## src/rtl/job_arb_pkg.sv

```systemverilog
// Shared types for job_arbiter: arbiter FSM states and job-engine state encodings.
package job_arb_pkg;

  typedef enum logic [2:0] {
    ST_IDLE   = 3'd0,
    ST_LAUNCH = 3'd1,
    ST_RUN    = 3'd2,
    ST_KILL   = 3'd3,
    ST_DRAIN  = 3'd4,
    ST_ACK    = 3'd5
  } arb_state_e;

  localparam logic [1:0] ENG_IDLE   = 2'd0;
  localparam logic [1:0] ENG_ACTIVE = 2'd1;
  localparam logic [1:0] ENG_FINISH = 2'd2;
  localparam logic [1:0] ENG_ABORT  = 2'd3;

endpackage

```

## src/rtl/rr_pick.sv

```systemverilog
// Combinational round-robin selector: first set request at or after i_ptr, wrapping.
module rr_pick #(
  parameter int unsigned N_REQ = 4,
  localparam int unsigned IW = $clog2(N_REQ)
) (
  input  logic [N_REQ-1:0] i_req,
  input  logic [IW-1:0]    i_ptr,
  output logic [N_REQ-1:0] o_onehot,
  output logic [IW-1:0]    o_idx,
  output logic             o_any
);

  logic [IW-1:0] w_j;

  always_comb begin
    o_onehot = '0;
    o_idx    = '0;
    o_any    = 1'b0;
    w_j      = '0;
    for (int unsigned i = 0; i < N_REQ; i++) begin
      w_j = IW'((32'(i_ptr) + i) % N_REQ);
      if (!o_any && i_req[w_j]) begin
        o_any         = 1'b1;
        o_idx         = w_j;
        o_onehot[w_j] = 1'b1;
      end
    end
  end

endmodule

```

## src/rtl/job_arbiter.sv

```systemverilog
// Round-robin arbiter sharing one job engine among N_REQ requesters.
// Optional watchdog enabled by defining JOB_ARBITER_WATCHDOG_EN.
module job_arbiter
  import job_arb_pkg::*;
#(
  parameter int unsigned N_REQ   = 4,
  parameter int unsigned TIMEOUT = 200
) (
  input  logic             clk,
  input  logic             rst,
  input  logic [N_REQ-1:0] i_req,
  input  logic [N_REQ-1:0] i_cancel,
  output logic [N_REQ-1:0] o_grant,
  output logic [N_REQ-1:0] o_ack,
  output logic             o_aborted,
  output logic             o_timeout,
  output logic             o_busy,
  output logic             o_eng_go,
  output logic             o_eng_kill,
  input  logic             i_eng_done,
  input  logic [1:0]       i_eng_state
);

  localparam int unsigned IW = $clog2(N_REQ);
  localparam int unsigned CW = $clog2(TIMEOUT + 1);

  if (N_REQ < 2 || N_REQ > 8) begin : g_bad_nreq
    $error("job_arbiter: N_REQ must be in 2..8");
  end
  if (TIMEOUT < 2) begin : g_bad_timeout
    $error("job_arbiter: TIMEOUT must be >= 2");
  end

  arb_state_e       r_state;
  logic [IW-1:0]    r_owner;
  logic [N_REQ-1:0] r_owner_oh;
  logic [IW-1:0]    r_ptr;
  logic             r_aborted;

  logic [N_REQ-1:0] w_pick_oh;
  logic [IW-1:0]    w_pick_idx;
  logic             w_pick_any;
  logic             w_owner_cancel;
  logic             w_expired;

  rr_pick #(.N_REQ(N_REQ)) u_pick (
    .i_req    (i_req),
    .i_ptr    (r_ptr),
    .o_onehot (w_pick_oh),
    .o_idx    (w_pick_idx),
    .o_any    (w_pick_any)
  );

  assign w_owner_cancel = i_cancel[r_owner];

`ifdef JOB_ARBITER_WATCHDOG_EN
  logic [CW-1:0] r_wdog;
  logic          r_timeout;

  assign w_expired = (r_wdog >= CW'(TIMEOUT - 1));

  // Cleared while launching so every RUN entry starts from zero; saturates at all-ones.
  always_ff @(posedge clk or posedge rst) begin
    if (rst) begin
      r_wdog    <= '0;
      r_timeout <= 1'b0;
    end else begin
      if (r_state == ST_LAUNCH) begin
        r_wdog <= '0;
      end else if (r_state == ST_RUN && r_wdog != {CW{1'b1}}) begin
        r_wdog <= r_wdog + CW'(1);
      end
      if (r_state == ST_IDLE) begin
        r_timeout <= 1'b0;
      end else if (r_state == ST_RUN && !i_eng_done && !w_owner_cancel && w_expired) begin
        r_timeout <= 1'b1;
      end
    end
  end

  assign o_timeout = (r_state == ST_ACK) && r_timeout;
`else
  assign w_expired = 1'b0;
  assign o_timeout = 1'b0;
`endif

  always_ff @(posedge clk or posedge rst) begin
    if (rst) begin
      r_state    <= ST_IDLE;
      r_owner    <= '0;
      r_owner_oh <= '0;
      r_ptr      <= '0;
      r_aborted  <= 1'b0;
    end else begin
      case (r_state)
        ST_IDLE: begin
          r_aborted <= 1'b0;
          if (w_pick_any) begin
            r_owner    <= w_pick_idx;
            r_owner_oh <= w_pick_oh;
            r_state    <= ST_LAUNCH;
          end
        end
        ST_LAUNCH: begin
          if (i_eng_state == ENG_ACTIVE) r_state <= ST_RUN;
        end
        ST_RUN: begin
          // Completion wins over a simultaneous cancel or watchdog expiry.
          if (i_eng_done) begin
            r_aborted <= 1'b0;
            r_state   <= ST_ACK;
          end else if (w_owner_cancel || w_expired) begin
            r_state <= ST_KILL;
          end
        end
        ST_KILL: begin
          if (i_eng_state == ENG_ABORT) r_state <= ST_DRAIN;
        end
        ST_DRAIN: begin
          if (i_eng_state == ENG_IDLE) begin
            r_aborted <= 1'b1;
            r_state   <= ST_ACK;
          end
        end
        ST_ACK: begin
          r_ptr   <= (r_owner == IW'(N_REQ - 1)) ? '0 : r_owner + IW'(1);
          r_state <= ST_IDLE;
        end
        default: r_state <= ST_IDLE;
      endcase
    end
  end

  assign o_busy     = (r_state != ST_IDLE);
  assign o_grant    = o_busy ? r_owner_oh : '0;
  assign o_ack      = (r_state == ST_ACK) ? r_owner_oh : '0;
  assign o_aborted  = (r_state == ST_ACK) && r_aborted;
  assign o_eng_go   = (r_state == ST_LAUNCH);
  assign o_eng_kill = (r_state == ST_KILL);

endmodule

```

## config.mk

```make
export PLATFORM = sky130hd
export DESIGN_NAME = job_arbiter
export DESIGN_NICKNAME = d
export VERILOG_FILES = /design/src/rtl/job_arb_pkg.sv /design/src/rtl/rr_pick.sv /design/src/rtl/job_arbiter.sv
export SDC_FILE = /design/constraint.sdc
export NUM_CORES = 1
export LEC_CHECK = 0
export CORE_ASPECT_RATIO = 0.9
export CORE_UTILIZATION = 50
export CTS_BUF_LIST = sky130_fd_sc_hd__clkbuf_8
export CTS_CLUSTER_DIAMETER = 30
export CTS_CLUSTER_SIZE = 40
export DETAILED_ROUTE_END_ITERATION = 12
export PLACE_DENSITY = 0.79
export RECOVER_POWER = 100
export SYNTH_ARGS = -nofsm -noshare
export SYNTH_HDL_FRONTEND = slang
export SYNTH_HIERARCHICAL = 1
export SYNTH_SLANG_ARGS = --single-unit
```

## constraint.sdc

```tcl
create_clock -name clk -period 5.7 [get_ports clk]
set_input_delay 1.14 -clock clk [delete_from_list [all_inputs] [get_ports clk]]
set_output_delay 1.14 -clock clk [all_outputs]
set_load 0.05 [all_outputs]
```

* Word level (Yosys, flattened, before mapping)
Index checks and enable logic that the tools add are counted.
** Word-level totals
- Logic and storage cells :: 96
- Input port bits :: 13
- Bits in registers :: 12
** Operators by class
- Reductions and logical operators :: 18
- Equal/unequal tests :: 14
- Add/sub/neg operators :: 4
- Mux-type cells :: 43
- Magnitude comparators :: 9
- Bitwise logic cells :: 3
** Operators by type and width (count)
- two-way mux 4 bit :: 6
- two-way mux 3 bit :: 6
- < comparator 2 x 3 -> 1 bit (second input constant) :: 5
- two-way mux 1 bit :: 15
- case mux 3 bit (5 select lines) :: 1
- OR 4 bit :: 3
- binary-select mux 1 bit (select 2 bit) :: 5
- two-way mux 2 bit :: 5
- demux 1 bit (select 2 bit) :: 4
- >= comparator 2 x 1 -> 1 bit (second input constant) :: 4
- logical AND 1 bit :: 8
- == test 3 x 2 -> 1 bit (second input constant) :: 2
- == test 3 bit (second input constant) :: 2
- inequality test 2 x 1 -> 1 bit (second input constant) :: 3
- nonzero test 3 bit :: 2
- AND reduction 5 bit :: 1
- adder 2 x 1 -> 2 bit (second input constant) :: 2
- adder 2 bit (second input constant) :: 2
- == test 2 bit (second input constant) :: 2
- inequality test 2 bit (second input constant) :: 2
- == test 3 x 1 -> 1 bit (second input constant) :: 1
- logical NOT 1 bit :: 3
- logical NOT 3 bit :: 1
- inequality test 3 bit (second input constant) :: 1
- other kinds (5) :: 5

* Longest topological paths before layout
- Depth after elaboration :: 14
- Gate-level depth with buffers :: 10

* Modules after synthesis
The synthesis kept the hierarchy.
** By module, submodules not included
- job_arbiter :: cells each 68, area each 780.7 µm², times used 1
- rr_pick :: cells each 45, area each 419.2 µm², times used 1

* Least setup slack after synthesis
No wires, ideal clock.
- Kind :: reg2out
- From :: register r_state[2]
- To :: output port o_eng_kill
- Buffers on the path :: 1
- Required time :: 4560 ps
- Path slack :: 2810 ps
- Data arrival time :: 1750 ps
- Stages on the path, launching flop included :: 3
- Cells stage by stage :: dfrtp_1 > clkbuf_1 > nor3b_1
** On the way
- Longest elaborated chain between the ends :: 1
** RTL lines
- start, declared :: line job_arbiter.sv:34 : arb_state_e r_state;
- start signal, assigned :: line job_arbiter.sv:89 : r_state <= ST_IDLE;
- start signal, assigned :: line job_arbiter.sv:101 : r_state <= ST_LAUNCH;
- start signal, assigned :: line job_arbiter.sv:105 : if (i_eng_state == ENG_ACTIVE) r_state <= ST_RUN;
- == test 3 x 2 -> 1 bit :: line job_arbiter.sv:139 : assign o_eng_kill = (r_state == ST_KILL);
- end, declared :: line job_arbiter.sv:19 : output logic o_eng_kill,
No other way between the ends.

* Worst setup path in the final report
- From :: register r_state[0]
- To :: output port o_aborted
** On the way
- Longest elaborated chain between the ends :: 2
** RTL lines
- == test 3 bit :: line job_arbiter.sv:137 : assign o_aborted = (r_state == ST_ACK) && r_aborted;
- logical AND 1 bit :: line job_arbiter.sv:137
- end, declared :: line job_arbiter.sv:15 : output logic o_aborted,
No other way between the ends.

==> summary.txt <==
Run status
  • Outcome: completed

Critical path
  • Crit Path Category: reg2out
  • Worst Path Arrival: about 2.7 ns
  • CP peak stage delay: 0.87 ns
  • Slowest-stage cell, CP: dlygate4sd3_1
  • Worst-case reg-to-reg path depth: 7
  • Critical Path End Type: output pin
  • Worst path cell trace: inv_1 > nor3b_1 > and2_1 > dlygate4sd3_1
  • WP data required: between 4 and 5 ns
  • Max Fanout on Critical Path: 10
  • Setup crit start kind: register

Layout
  • Fraction of layout cells with a size suffix above 1: around 16%
  • Final nets: roughly 150
  • Final core occ: ~64%
  • Area delta synth->final: 17.9%
  • Filler cells: between 150 and 200
  • Ant diodes: 0

GRT
  • Largest net degree at the start of global routing: 14
  • Initial antenna violation count: 0
  • Global route total overflow: 0
  • GRT Util Overall: between 10% and 20%
  • First-pass GRT wire length: ~3700 um
  • Vias in the first global route: 844

Timing
  • Fin Setup TNS: 0 ns
  • Hold_ws: 0.497 ns
  • Post-layout minimum cycle time: between 3 and 4 ns
  • Fin Clk Skew: 0.00183 ns
  • RSZ-0062 raised after global routing: false
  • Setup violators final: 0
  • Slew at the pin with the worst max-slew slack: between 0.8 and 0.9 ns
  • Fmax: between 200 and 300 MHz
  • Slew Viols, Final: 0
  • Fin. Hold Viols: 0
  • Crit share post-route: 67.3%
  • Rel. slew slack: around 44%

Clock network
  • Clk Latency, worst-skew pair: between 0.2 and 0.25 ns
  • Num CTS Buffers: 3
  • CTS tree: built
  • CTS Sinks: 12
  • Clock root cell: clkbuf_8
  • Post-CTS Repair Setup Buffers: 0
  • Clk buf depth: 2
  • CTS resizes: 0
  • CTS Hold Bufs: 0
  • H-tree levels: 1
  • CTS clk-pin slew, worst paths: 0.05 ns

Synth
  • Synthesized instance count: roughly 110
  • Mapped Avg Cell Area: ~11 um2
  • Yosys warning count: 6
  • Unique cell type count in the Yosys netlist: 39
  • Post-synthesis async set-or-reset flop share: 100%
  • Sequential cell area fraction in the yosys report: between 20% and 30%
  • EDFF count, synth: 0
  • Predominant post-synthesis flop cell: dfrtp_1
  • Mapped cell area: roughly 0.0012 mm2
  • Yosys reg bits: 12
  • Mapped Nets: 132

Route
  • WL/cell: 14.3 um
  • DRT antenna net count: 0
  • WL final: 2290 um
  • Via density: between 5 and 6
  • DR iter-0 viols: 20
  • DRC violations left: 0
  • Routed vias: 946
  • TritonRoute pass-1 iters: 4

Floorplan
  • Die Height: between 40 and 50 um
  • IO Pins: 26
  • Core Box Area: 0.00222 mm2
  • Die X: 53.6 um
  • Die area: roughly 0.0026 mm2
  • # rows: 16
  • Initial Util: between 50% and 60%

Placed design
  • Routability Congestion: approximately 0.78
  • Final HPWL DP: between 1500 and 2000 um
  • Port bufs: 24

Pwr
  • Leak: approximately 0.63 nW
  • Cell Pwr Density: approximately 570 mW/mm2
  • VDD IR-drop max: 0.313 mV

Flow run
  • Max cap viols: 0

Worst hold path
  • Hold Path Depth: 1
  • HP Class: reg2reg
## area by class of cell
class	instances	area (um2)	area share [%]
clock buffers	4	55.1	3.89
repair buffers	24	240	17.0
flip-flops and latches	12	300	21.2
multi-input cells	86	759	53.7
inverters	7	26.3	1.86
well taps	27	33.8	2.39
## cell families (layout without fill, tap and decap cells)
kind of cell,count (synthesis),count (layout),synth area share (%)
adders and majority gates,6,6,6.26
muxes,17,17,23.3
and+or+nand+nor,34,34,20.5
buffers and inverters,15,35,8.55
DFF,12,12,25.0
other,1,1,0.313
xor gates and xnor gates,1,1,0.730
AOI/OAI and AO/OA,27,27,15.3
## sequential cells by signal, indices dropped and copies added (netlist names)
name / flops
r_ptr: 2
r_owner_oh: 4
r_owner: 2
r_aborted: 1
r_state: 3
## per-stage QoR
stage,worst slack [ns],instance area [um2],cells,total power [mW]
final,1.86,1420,160,0.809
after global routing,1.76,1420,160,0.867
after CTS,2.28,1450,160,0.861
after detailed placement,2.32,1400,156,0.765
after global placement,2.42,1400,156,0.743
after floorplan,2.81,1200,113,0.687
## metal layers
| layer | GRT usage [%] | share of wire, % |
|---|---|---|
| met2 | 29.8 | 47 |
| met3 | 6.29 | 6.2 |
| met1 | 25.8 | 45 |
| met4 | 4.82 | 1.9 |
| met5 | 0 | 0 |
## worst max-delay path, delay by kind of cell (launching register included)
family	cells	cell delay, ns
buffers and inverters	2	1.02
and+or+nand+nor	2	0.94
DFF	1	0.51
## cells in the mapped netlist, drive strengths merged (2+ instances only)
library cell	count	area [um2]
a21oi	2	10.0
a22oi	8	60.1
and2	6	40.0
and2b	6	52.6
buf	6	68.8
clkbuf	2	7.51
dfrtp	12	300
ha	6	75.1
inv	7	26.3
mux2	10	135
mux2i	2	20.0
mux4	5	124
nand2	4	15.0
nor2	5	18.8
nor3	4	25.0
nor3b	3	38.8
nor4	2	12.5
o21ai	9	45.0
o31ai	2	15.0
## power by group
group,internal (mW),switching [mW]
Combinational,0.235,0.293
Sequential,0.122,0.0661
Clock,0.0611,0.0320
Total,0.418,0.391
## final timing paths
| path | startpoint | slack (ns) | endpoint |
|---|---|---|---|
| worst min register to register | r_owner_oh[0] | 0.50 | r_owner_oh[0] |
| worst min-delay path | r_owner_oh[0] | 0.50 | r_owner_oh[0] |
| min in group asynchronous | rst | 1.34 | r_state[2] |
| worst max register to register | r_ptr[0] | 2.86 | r_owner_oh[1] |
| max in group asynchronous | rst | 4.05 | r_aborted |
| worst max-delay path | r_state[0] | 1.86 | o_aborted |
## cells in the final DEF, fill, tap and decap left out, drive strengths merged, types with 3 or more instances in the layout
cell and n:
nor2 5, mux2 10, dlygate4sd3 14, and2b 6, dfrtp 12, nor3b 3
clkdlybuf4s50 10, inv 7, ha 6, o21ai 9, clkbuf 4, nand2 4
a22oi 8, and2 6, mux4 5, nor3 4
Power figures use the tool's default switching activity.
